**config.mk**
```make
export PLATFORM = sky130hd
export DESIGN_NAME = multi_button_vote_ctrl
export DESIGN_NICKNAME = d
export VERILOG_FILES = /design/src/rtl/vote_pkg.sv /design/src/rtl/button_debounce_ch.sv /design/src/rtl/multi_button_vote_ctrl.sv
export SDC_FILE = /design/constraint.sdc
export NUM_CORES = 1
export LEC_CHECK = 0
export BUFFER_PORTS_ARGS = -buffer_cell sky130_fd_sc_hd__buf_2
export CORE_MARGIN = 8
export CORE_UTILIZATION = 53
export CTS_BUF_LIST = sky130_fd_sc_hd__clkbuf_8
export DETAILED_ROUTE_END_ITERATION = 16
export PLACE_DENSITY = 0.78
export SLEW_MARGIN = 20
export SYNTH_ARGS = -nofsm -noshare
export SYNTH_HDL_FRONTEND = slang
export SYNTH_SLANG_ARGS = --single-unit
```
**constraint.sdc**
```tcl
create_clock -name clock -period 2 [get_ports clock]
set_clock_uncertainty 0.2 [all_clocks]
set_input_delay 0 -clock clock [delete_from_list [all_inputs] [get_ports clock]]
set_output_delay 0 -clock clock [all_outputs]
set_load 0.05 [all_outputs]
```
**src/rtl/vote_pkg.sv**
```systemverilog
// Shared constants and FSM state type for the multi-button vote controller.
package vote_pkg;

  localparam int unsigned NUM_CH_DEF          = 4;
  localparam int unsigned DEBOUNCE_CYCLES_DEF = 10;
  localparam int unsigned TOTAL_W_DEF         = 16;

  typedef enum logic {
    IDLE     = 1'b0,
    WAIT_REL = 1'b1
  } vote_state_e;

endpackage

```
**src/rtl/button_debounce_ch.sv**
```systemverilog
// One button channel: counts consecutive high samples, saturating at DEBOUNCE_CYCLES.
module button_debounce_ch
  import vote_pkg::*;
#(
  parameter int unsigned DEBOUNCE_CYCLES = DEBOUNCE_CYCLES_DEF
) (
  input  logic clock,
  input  logic reset,
  input  logic button,
  output logic qualified
);

  localparam int unsigned CNT_W = $clog2(DEBOUNCE_CYCLES + 1);
  localparam logic [CNT_W-1:0] CNT_MAX = CNT_W'(DEBOUNCE_CYCLES);

  logic [CNT_W-1:0] cnt_q;
  logic [CNT_W-1:0] cnt_d;

  // Any low sample restarts qualification.
  always_comb begin
    cnt_d = cnt_q;
    if (!button) begin
      cnt_d = '0;
    end else if (cnt_q != CNT_MAX) begin
      cnt_d = cnt_q + CNT_W'(1);
    end
  end

  always_ff @(posedge clock) begin
    if (reset) begin
      cnt_q <= '0;
    end else begin
      cnt_q <= cnt_d;
    end
  end

  assign qualified = (cnt_q == CNT_MAX);

endmodule

```
**src/rtl/multi_button_vote_ctrl.sv**
```systemverilog
// Debounced multi-button voting: accepts one qualified press per release cycle,
// rejects simultaneous presses, and keeps a saturating tally of accepted votes.
module multi_button_vote_ctrl
  import vote_pkg::*;
#(
  parameter int unsigned NUM_CH          = NUM_CH_DEF,
  parameter int unsigned DEBOUNCE_CYCLES = DEBOUNCE_CYCLES_DEF,
  parameter int unsigned TOTAL_W         = TOTAL_W_DEF
) (
  input  logic                      clock,
  input  logic                      reset,
  input  logic                      enable,
  input  logic [NUM_CH-1:0]         button,
  output logic                      vote_valid,
  output logic [$clog2(NUM_CH)-1:0] vote_idx,
  output logic                      conflict,
  output logic                      busy,
  output logic [TOTAL_W-1:0]        total_votes
);

  localparam int unsigned IDX_W = $clog2(NUM_CH);

  logic [NUM_CH-1:0]  qual;
  logic               any_qual;
  logic               multi_qual;
  logic [IDX_W-1:0]   sel_idx_d;

  vote_state_e        state_q;
  logic               vote_valid_q;
  logic               conflict_q;
  logic               busy_q;
  logic [IDX_W-1:0]   vote_idx_q;
  logic [TOTAL_W-1:0] total_q;

  for (genvar g = 0; g < NUM_CH; g++) begin : g_ch
    button_debounce_ch #(
      .DEBOUNCE_CYCLES (DEBOUNCE_CYCLES)
    ) u_ch (
      .clock     (clock),
      .reset     (reset),
      .button    (button[g]),
      .qualified (qual[g])
    );
  end

  // Clearing the lowest set bit leaves something only if two or more are set.
  always_comb begin
    any_qual   = |qual;
    multi_qual = |(qual & (qual - NUM_CH'(1)));
    sel_idx_d  = '0;
    for (int unsigned i = 0; i < NUM_CH; i++) begin
      if (qual[i]) begin
        sel_idx_d = IDX_W'(i);
      end
    end
  end

  always_ff @(posedge clock) begin
    if (reset) begin
      state_q      <= IDLE;
      vote_valid_q <= 1'b0;
      conflict_q   <= 1'b0;
      busy_q       <= 1'b0;
      vote_idx_q   <= '0;
      total_q      <= '0;
    end else begin
      vote_valid_q <= 1'b0;
      conflict_q   <= 1'b0;
      case (state_q)
        IDLE: begin
          // A qualified press with the window closed is swallowed silently.
          if (any_qual) begin
            state_q <= WAIT_REL;
            busy_q  <= 1'b1;
            if (enable) begin
              if (multi_qual) begin
                conflict_q <= 1'b1;
              end else begin
                vote_valid_q <= 1'b1;
                vote_idx_q   <= sel_idx_d;
                if (total_q != '1) begin
                  total_q <= total_q + TOTAL_W'(1);
                end
              end
            end
          end
        end
        WAIT_REL: begin
          if (button == '0) begin
            state_q <= IDLE;
            busy_q  <= 1'b0;
          end
        end
        default: begin
          state_q <= IDLE;
          busy_q  <= 1'b0;
        end
      endcase
    end
  end

  assign vote_valid  = vote_valid_q;
  assign conflict    = conflict_q;
  assign busy        = busy_q;
  assign vote_idx    = vote_idx_q;
  assign total_votes = total_q;

endmodule

```
Yosys cells after proc, flatten, opt, wreduce, memory -nomap -nowiden --
Index checks and enable logic that the tools add are counted. Widths: inputs -> output; s select.
Cells by class: add/subtract/negate cells 6, eq/ne operators 11, mux-type cells 11, bitwise gates (word level) 9, reductions and logical operators 11
Operators with widths (number):
- $add 16x1->16 const B | 1
- $add 4x1->4 const B | 4
- $eq 4x4->1 const B | 4
- $ne 16x16->1 const B | 1
- $ne 4x4->1 const B | 4
- $reduce_or 4->1 | 3
- $not 1->1 | 8
- $reduce_or 2->1 | 4
- $mux 1 | 7
- $reduce_and 5->1 | 1
- $and 4x4->4 | 1
- $logic_not 4->1 | 1
- $mux 2 | 2
- $pmux 1 s2 | 2
- $reduce_and 4->1 | 1
- $sub 4x1->4 const B | 1
- $ne 2x1->1 const B | 1
- $ne 2x2->1 const B | 1
- $reduce_and 2->1 | 1
Storage, ports and cells: bits in registers 38, input port bits 7, output and inout port bits 21, word-level logic and storage cells 58

Longest topological paths before layout --
Gate-level depths: netlist (run 1).
depth in word-level cells 6, depth in mapped cells 9

Modules after synthesis --
From an unflattened synthesis (run 1), not the netlist that was laid out.
Second synthesis, totals: cell total of the unflattened synthesis 219, area, all modules 1990.7 um2
By module, submodules not included:
- multi_button_vote_ctrl | times used 1, cells an instance 135, area an instance 1129.8 um2
- button_debounce_ch | times used 4, cells an instance 21, area an instance 215.2 um2

Worst setup path after synthesis (run 1) --
No wires, ideal clock.
path kind flip-flop to flip-flop, start point reg total_q[0], in the netlist total_votes[0], end point reg total_q[1], in the netlist total_votes[1], library setup time 120 ps, arrival time 2119 ps, data required time 1680 ps, slack -439 ps, cell stages (with the launch flop) 8, clock period less this slack 2439 ps, cell sequence dfxtp_1 -> ha_1 -> nand3_1 -> or4_1 -> nand2_1 -> buf_4 -> nor2_1 -> mux2i_1
On the way: longest elaborated chain between the ends 2, elaborated cells between the ends (all ways) 3, those cells by class add/sub (1); eq/ne (1); reduce/logical (1)
Ends and longest elaborated chain:
- from (decl) | RTL line multi_button_vote_ctrl.sv:33 | logic [TOTAL_W-1:0] total_q;
- from (signal assigned) | RTL line multi_button_vote_ctrl.sv:82 | total_q <= total_q + TOTAL_W'(1);
- branches (longest 2 deep; another with $add 16x1->16)
Several ways; the timed one is not identified. A chain may end at the register's enable or synchronous reset.

Worst setup path in the final report (run 1) --
start point reg g_ch[1].u_ch.cnt_q[0], end point reg total_q[8], in the netlist total_votes[8]
On the way: longest elaborated chain between the ends 6, elaborated cells between the ends (all ways) 7, those cells by class add/sub (1); eq/ne (1); bitwise (2); reduce/logical (3)
Ends and longest elaborated chain:
- from (decl) | RTL line button_debounce_ch.sv:16 | logic [CNT_W-1:0] cnt_q;
- from (signal assigned) | RTL line button_debounce_ch.sv:33 | cnt_q <= cnt_d;
- $eq 4x4->1 (*) | RTL line button_debounce_ch.sv:37 | assign qualified = (cnt_q == CNT_MAX);
- $sub 4x1->4 | RTL line multi_button_vote_ctrl.sv:49 | multi_qual = |(qual & (qual - NUM_CH'(1)));
- $and 4x4->4 | RTL line multi_button_vote_ctrl.sv:49
- $reduce_or 4->1 | RTL line multi_button_vote_ctrl.sv:49
- $not 1->1 (no line)
- $reduce_and 5->1 (no line) (*)
Mark *: on every way between the ends. The rest lies on a longest branch, timed or not.

==> summary.txt, run 1 <==
STA
  • Tightest Pin Transition: 0.5329 ns
  • Fmax: 470.3 MHz
  • Slew margin rel.: 0.6447
  • Final worst-path cycle share: 1.063
  • Final setup TNS: -1.095 ns
  • Slew Limit Fails: 0
  • Setup slack after layout: -0.1264 ns
  • Final Hold Fails: 0
  • RSZ-0062 raised after global routing: true
  • Minimum clock period: 2.126 ns
  • Final setup viols: 16

Floorplan
  • Initial Util: 0.5578
  • Chip Height: 75.73 um
  • Io pins: 28
  • Total die area: 5734 sq um
  • Num rows: 21
  • Core ar.: 3390 sq um
  • Die width: 75.73 um

Yosys
  • Most used flip-flop cell after synthesis: dfxtp_1
  • #FFs+latches synth: 38
  • Synthesis Warnings: 0
  • Syn nets: 228
  • Post-synthesis async set-or-reset flop share: 0
  • Post-synth top area share: 0.4024
  • Post-synthesis sequential area ratio: 0.4024
  • Syn_area_per_cell: 8.918 sq um
  • Post-synthesis cell count: 212
  • Synth area leaders: dfxtp_1 40%, ha_1 6.0%, nor2_1 4.6%
  • Post-synth EDFFs: 0
  • Mapped Area: 1891 sq um
  • Post-synth top area cell: dfxtp_1
  • Synth cell types: 38

Outcome
  • Status: finished with violations
  • Failing checks: negative setup slack

GRT
  • Vias in the first global route: 1,639
  • Initial antenna violation count: 0
  • GRT overflow: 0
  • First-pass GRT wire length: 7.389 mm
  • Total global-route track usage: 0.1696
  • Pin count of the biggest net entering global routing: 31

Worst setup path
  • Crit start category: flop
  • R2r setup slk: -0.13 ns
  • Worst Path Required: 2.02 ns
  • Worst-path fanout max: 15
  • CP Class: reg -> reg
  • Critical path endpoint: total_votes[8]
  • R2r endpoint: total_votes[8]
  • Reg2reg path depth: 8
  • CP Capture Type: flop
  • Slowest CP cell: or4_1
  • Crit Reg-Reg Startpoint: g_ch[1].u_ch.cnt_q[0]
  • Worst Setup SP: g_ch[1].u_ch.cnt_q[0]
  • Critical path cell sequence: inv_2 -> ha_4 -> nand3b_4 -> xnor2_2 -> o22a_2 -> buf_12 -> or4_1 -> a21oi_2
  • CP peak stage delay: 0.51 ns
  • Worst Path Arrival: 2.15 ns

Layout
  • Seq. cell area: 808.3 sq um
  • Multi-input logic area: 1210 sq um
  • Fin nets: 298
  • Fin util: 0.8058
  • Number of antenna cells inserted: 0
  • Filler cells: 209
  • Final std cells w/o fill: 329
  • Area Overhead vs Synth: 44.47%
  • Share of layout cells above drive strength 1: 0.4594

Run
  • Maxcap violations: 0

Clocking
  • Clock root buffer: clkbuf_8
  • CTS tree: yes
  • H-Tree Depth: 2
  • Clock latency on the worst-skew pair: 0.30 ns
  • Clock-pin slew on the worst setup and hold paths: 0.07 ns
  • Clock sink total: 38
  • Longest Clk Path Bufs: 2
  • Total CTS buffers: 5

Place
  • Final Wtd Congestion: 0.8172
  • Post-detail-place hpwl: 3.247 mm
  • Number of placed cells counting well taps: 308
  • I/O Buffers: 27

Power
  • Maximum VDD drop: 496.2 uV
  • Power Total: 1.482 mW
  • Total leakage power: 1.235 nW
  • Cell Pwr Density: 542.5 nW/um^2

Routing
  • Via count: 1,828
  • DRT Pass-1 Iters: 4
  • DR vias/cell: 5.556
  • DRT iter0 DRCs: 169
  • Drc violations: 0
  • WL final: 5.057 mm
  • WL/cell: 15.37 um
  • Post-route ant nets: 0

Hold path
  • Hold Crit Class: in -> reg
==> routing by layer <==
layer	part of all wire	track usage	vias up
met2	0.50	0.2780	38
li1	-	-	906
met1	0.44	0.1989	872
met4	0.023	0.06397	0
met5	0	0	-
met3	0.046	0.05789	12
==> metrics by stage <==
step / area, sq um / hold WS (ns) / setup WS [ns]
after floorplan: 2044 / -0.006635 / -0.04318
after global placement: 2454 / 0.1378 / -0.04791
after detailed placement: 2454 / 0.1522 / -0.09805
after CTS: 2624 / 0.1413 / -0.1162
after global routing: 2731 / 0.2222 / -0.1709
final: 2731 / 0.1570 / -0.1264
==> sequential cells by signal, summed over array words and instances, names as in the netlist <==
register / count
vote_valid: 1
busy: 1
vote_idx: 2
conflict: 1
state_q: 1
total_votes: 16
g_ch.u_ch.cnt_q: 16
==> worst min path at each step <==
stage | startpoint | to | cells past startpoint | slack (ns)
finish | enable | total_votes[12] | 5 | 0.16
detailed placement | button[0] | g_ch[0].u_ch.cnt_q[3] | 3 | 0.15
floorplan | button[0] | g_ch[0].u_ch.cnt_q[0] | 2 | -0.007
global placement | button[0] | g_ch[0].u_ch.cnt_q[0] | 3 | 0.14
CTS | enable | total_votes[14] | 5 | 0.14
global route | enable | total_votes[12] | 5 | 0.22
==> worst max-delay path, delay by kind of cell (launching register included) <==
kind | cells | cell delay (ns)
DFF | 1 | 0.33
AOI/OAI and AO/OA | 2 | 0.39
xor gates and xnor gates | 1 | 0.16
adders and majority gates | 1 | 0.14
buffers and inverters | 2 | 0.22
and+or+nand+nor | 2 | 0.61
==> Yosys cell counts (3+ instances only) <==
master and number:
nor3_1 7, clkbuf_1 6, nor2b_1 3, o31ai_1 10, a21oi_1 16, or3_1 5
o21ai_0 7, nand2_1 14, nor2_1 23, nand4_1 4, xor2_1 6, or4_1 9
nand2b_1 7, xnor2_1 8, dfxtp_1 38, nand3_1 8, a211oi_1 4, inv_1 5
ha_1 9
==> cell type report <==
| class | count | area share |
|---|---|---|
| Inverter | 5 | 0.006871 |
| Tap cell | 46 | 0.02107 |
| Sequential cell | 38 | 0.2959 |
| Clock buffer | 8 | 0.04031 |
| Multi-Input combinational cell | 161 | 0.4430 |
| Timing Repair Buffer | 71 | 0.1929 |
==> placed cells by master (no fill, tap or decap), types with 2 or more instances in the layout <==
| cell type | n |
|---|---|
| or4_4 | 3 |
| buf_4 | 34 |
| buf_2 | 27 |
| or3_1 | 4 |
| nand2_1 | 12 |
| nand2b_1 | 7 |
| buf_12 | 2 |
| nand2_2 | 2 |
| dfxtp_4 | 7 |
| a21oi_1 | 13 |
| mux2_2 | 2 |
| nand3b_4 | 4 |
| nor2_1 | 23 |
| nand3_1 | 7 |
| a211oi_1 | 4 |
| dlygate4sd3_1 | 6 |
| ha_1 | 4 |
| o21ai_0 | 7 |
| o31ai_1 | 9 |
| xor2_1 | 6 |
| inv_2 | 4 |
| dfxtp_1 | 14 |
| clkbuf_8 | 8 |
| xnor2_2 | 2 |
| xnor2_1 | 6 |
| or4_1 | 7 |
| or4b_1 | 2 |
| a21oi_2 | 3 |
| nor3_1 | 6 |
| dfxtp_2 | 17 |
| nand4_1 | 4 |
| nor2b_1 | 3 |
| ha_4 | 4 |
==> timing repair <==
item                                   4_1_cts  5_1_grt
pin swaps                                    1        7
endpoints found under the hold margin       34        0
gates resized for setup                      0       10
gates cloned                                 0        2
hold buffers                                 6        0
setup endpoints to repair                   12       17
setup buffers                                0        5
==> logic make-up after synthesis <==
| group | count (synthesis) | share of synthesized area |
|---|---|---|
| flip-flops | 38 | 0.4024 |
| AO/OA/AOI/OAI | 41 | 0.1350 |
| XOR/XNOR | 14 | 0.06486 |
| multiplexers | 3 | 0.01721 |
| AND/OR/NAND/NOR | 94 | 0.2892 |
| adder cells (fa/ha/maj) | 9 | 0.05956 |
| buffers and inverters | 13 | 0.03177 |
==> where the power goes <==
part / internal, mW / leakage [nW] / total (mW) / switching (mW)
registers: 0.756 / 0.321 / 0.762 / 0.00635
clock network: 0.348 / 0.0575 / 0.618 / 0.270
logic: 0.0509 / 0.856 / 0.102 / 0.0506
No activity file was read; power rests on OpenSTA's default activity.
==> run 2, diff against run 1 <==
Settings changed: ABC_AREA from default to 1, CORE_UTILIZATION 53 to 54.
==> summary.txt, run 2 <==
Outcome
  • Status: finished clean

GRT
  • Pin count of the biggest net entering global routing: 20
  • Total global-route track usage: 0.1684
  • GRT overflow: 0
  • Vias in the first global route: 1,848
  • First-pass GRT wire length: 8.521 mm
  • Initial antenna violation count: 0

Clocking
  • Clock sink total: 38
  • CTS tree: yes
  • Total CTS buffers: 5
  • Clock-pin slew on the worst setup and hold paths: 0.08 ns
  • Longest Clk Path Bufs: 2
  • Clock root buffer: clkbuf_8
  • H-Tree Depth: 2
  • Clock latency on the worst-skew pair: 0.30 ns

Routing
  • DR vias/cell: 5.409
  • Post-route ant nets: 0
  • WL/cell: 14.19 um
  • Drc violations: 0
  • WL final: 5.278 mm
  • DRT iter0 DRCs: 218
  • Via count: 2,012
  • DRT Pass-1 Iters: 5

Yosys
  • Most used flip-flop cell after synthesis: dfxtp_1
  • Commonest cells post-synth: 56 x nand2_1, 38 x dfxtp_1, 29 x nand3_1, 27 x nor2_1, 21 x inv_1
  • Synthesis Warnings: 0
  • Post-synth top area cell: dfxtp_1
  • Syn nets: 290
  • #FFs+latches synth: 38
  • Synth area leaders: dfxtp_1 36%, nand2_1 10%, nand3_1 6.9%
  • Synth cell types: 32
  • Post-synthesis sequential area ratio: 0.3634
  • Most frequent cell after synthesis: nand2_1
  • Mapped Area: 2093 sq um
  • Post-synthesis cell count: 274
  • Post-synth EDFFs: 0
  • Post-synth top area share: 0.3634
  • Post-synthesis async set-or-reset flop share: 0
  • Syn_area_per_cell: 7.640 sq um

Power
  • Power Total: 1.652 mW
  • Maximum VDD drop: 625.9 uV
  • Sw Share: 0.1957
  • Cell Pwr Density: 622.5 nW/um^2
  • Power share of the sequential group: 0.468
  • Cell Int Power: 1.329 mW
  • Total leakage power: 1.081 nW
  • Switching power: 0.3234 mW
  • Clk pwr share: 0.490
  • Combinational Power Share: 0.042

STA
  • Final setup viols: 0
  • Final worst-path cycle share: 0.9720
  • Fmax: 514.4 MHz
  • Final setup TNS: 0 ns
  • WHS: 0.2516 ns
  • Tightest Pin Transition: 0.2928 ns
  • Slew margin rel.: 0.8041
  • Slew Limit Fails: 0
  • Final Hold Fails: 0
  • Setup slack after layout: 0.05601 ns
  • Minimum clock period: 1.944 ns

Worst setup path
  • Slowest CP cell: dfxtp_2
  • Crit start category: flop
  • Worst-path fanout max: 6
  • CP peak stage delay: 0.37 ns
  • CP Capture Type: flop
  • CP Class: reg -> reg
  • Worst Path Arrival: 1.93 ns
  • Worst Path Required: 1.99 ns
  • Crit-path leading delay family: simple AND/OR/NAND/NOR gates
  • Critical path cell sequence: inv_1 -> ha_1 -> nand2_1 -> nor2_4 -> nor2_2 -> nand2_2 -> nand3_4 -> nor2_8 -> buf_12 -> buf_4 -> o21ai_1 -> nor2_1
  • WP buf/inv: 3

Hold path
  • Hold Crit Class: reg -> reg

Floorplan
  • Core ar.: 3689 sq um
  • Chip Height: 78.26 um
  • Initial Util: 0.5675
  • Io pins: 28
  • Num rows: 22
  • Total die area: 6125 sq um
  • Die width: 78.26 um

Place
  • I/O Buffers: 27
  • Setup WS pre-CTS: 0.05885 ns
  • Final Wtd Congestion: 0.8926
  • Post-detail-place hpwl: 3.361 mm

Layout
  • Most frequent cells in the layout: 53 x nand2_1, 30 x dfxtp_1, 29 x nand3_1, 27 x buf_2, 24 x nor2_1
  • Fin nets: 339
  • Share of layout cells above drive strength 1: 0.2778
  • Number of antenna cells inserted: 0
  • Fin util: 0.7195
  • Commonest non-fill, non-tap cell in the layout: nand2_1
  • Area Overhead vs Synth: 26.78%

Run
  • Maxcap violations: 0
## run 2: cell types whose count changed after synthesis, sizes merged, moves of 10 or more
cell   delta
a21oi    +13
nand3    +25
o31ai    -10
nand2    +46
nor2     +10
inv      +20
or4      -10
## run 2: final timing paths
path                               from                     to  slack, ns  cells after the start
hold reg to reg   g_ch[3].u_ch.cnt_q[0]  g_ch[3].u_ch.cnt_q[0]       0.25                      1
setup reg to reg  g_ch[0].u_ch.cnt_q[0]            vote_idx[1]       0.06                     12
hold / removal    g_ch[3].u_ch.cnt_q[0]  g_ch[3].u_ch.cnt_q[0]       0.25                      1
setup / recovery  g_ch[0].u_ch.cnt_q[0]            vote_idx[1]       0.06                     12
## run 2: power groups by stage
stage	logic, mW	registers, mW	clock network, mW
3_3_place_gp	0.0477	0.789	0
3_5_place_dp	0.0486	0.790	0
2_1_floorplan	0.0301	0.788	0
4_1_cts	0.0644	0.772	0.818
6_report	0.0688	0.773	0.810
5_1_grt	0.0768	0.774	0.842
## run 2: kinds of logic (layout without fill, tap and decap cells)
| group | Yosys count | count (layout) | share of synthesized area |
|---|---|---|---|
| buf+inv | 30 | 80 | 0.06336 |
| simple gates | 138 | 138 | 0.3323 |
| xor+xnor | 15 | 15 | 0.06276 |
| fa+ha+maj | 9 | 9 | 0.05380 |
| flops | 38 | 38 | 0.3634 |
| compound gates | 44 | 44 | 0.1243 |
## run 2: cell type report
| class | instances | area, sq um |
|---|---|---|
| multi-input cells | 206 | 1250 |
| fillers | 281 | 1035 |
| flip-flops and latches | 38 | 773.2 |
| repair buffers | 47 | 334.1 |
| inverters | 25 | 93.84 |
| clock buffers | 6 | 82.58 |
| clock inverters | 2 | 60.06 |
| well taps | 48 | 60.06 |
## run 2: repair_timing
action	in CTS	in global routing
gates resized for setup	0	23
setup endpoints to repair	0	19
setup buffers	0	4
endpoints found under the hold margin	37	0
hold buffers	10	0
## run 2: metal layers
layer  global-route usage  part of all wire  up-vias
met5                    0                 0        -
met4              0.05741             0.017        0
met3              0.05467             0.077       10
met2               0.2543              0.46       81
met1               0.2196              0.45      922
li1                     -                 -      999
## run 2: metrics by stage
stage / cell area (sq um) / std cells
final: 2654 / 372
after floorplan: 2096 / 274
after global placement: 2297 / 350
after detailed placement: 2297 / 350
after CTS: 2540 / 368
after global routing: 2654 / 372
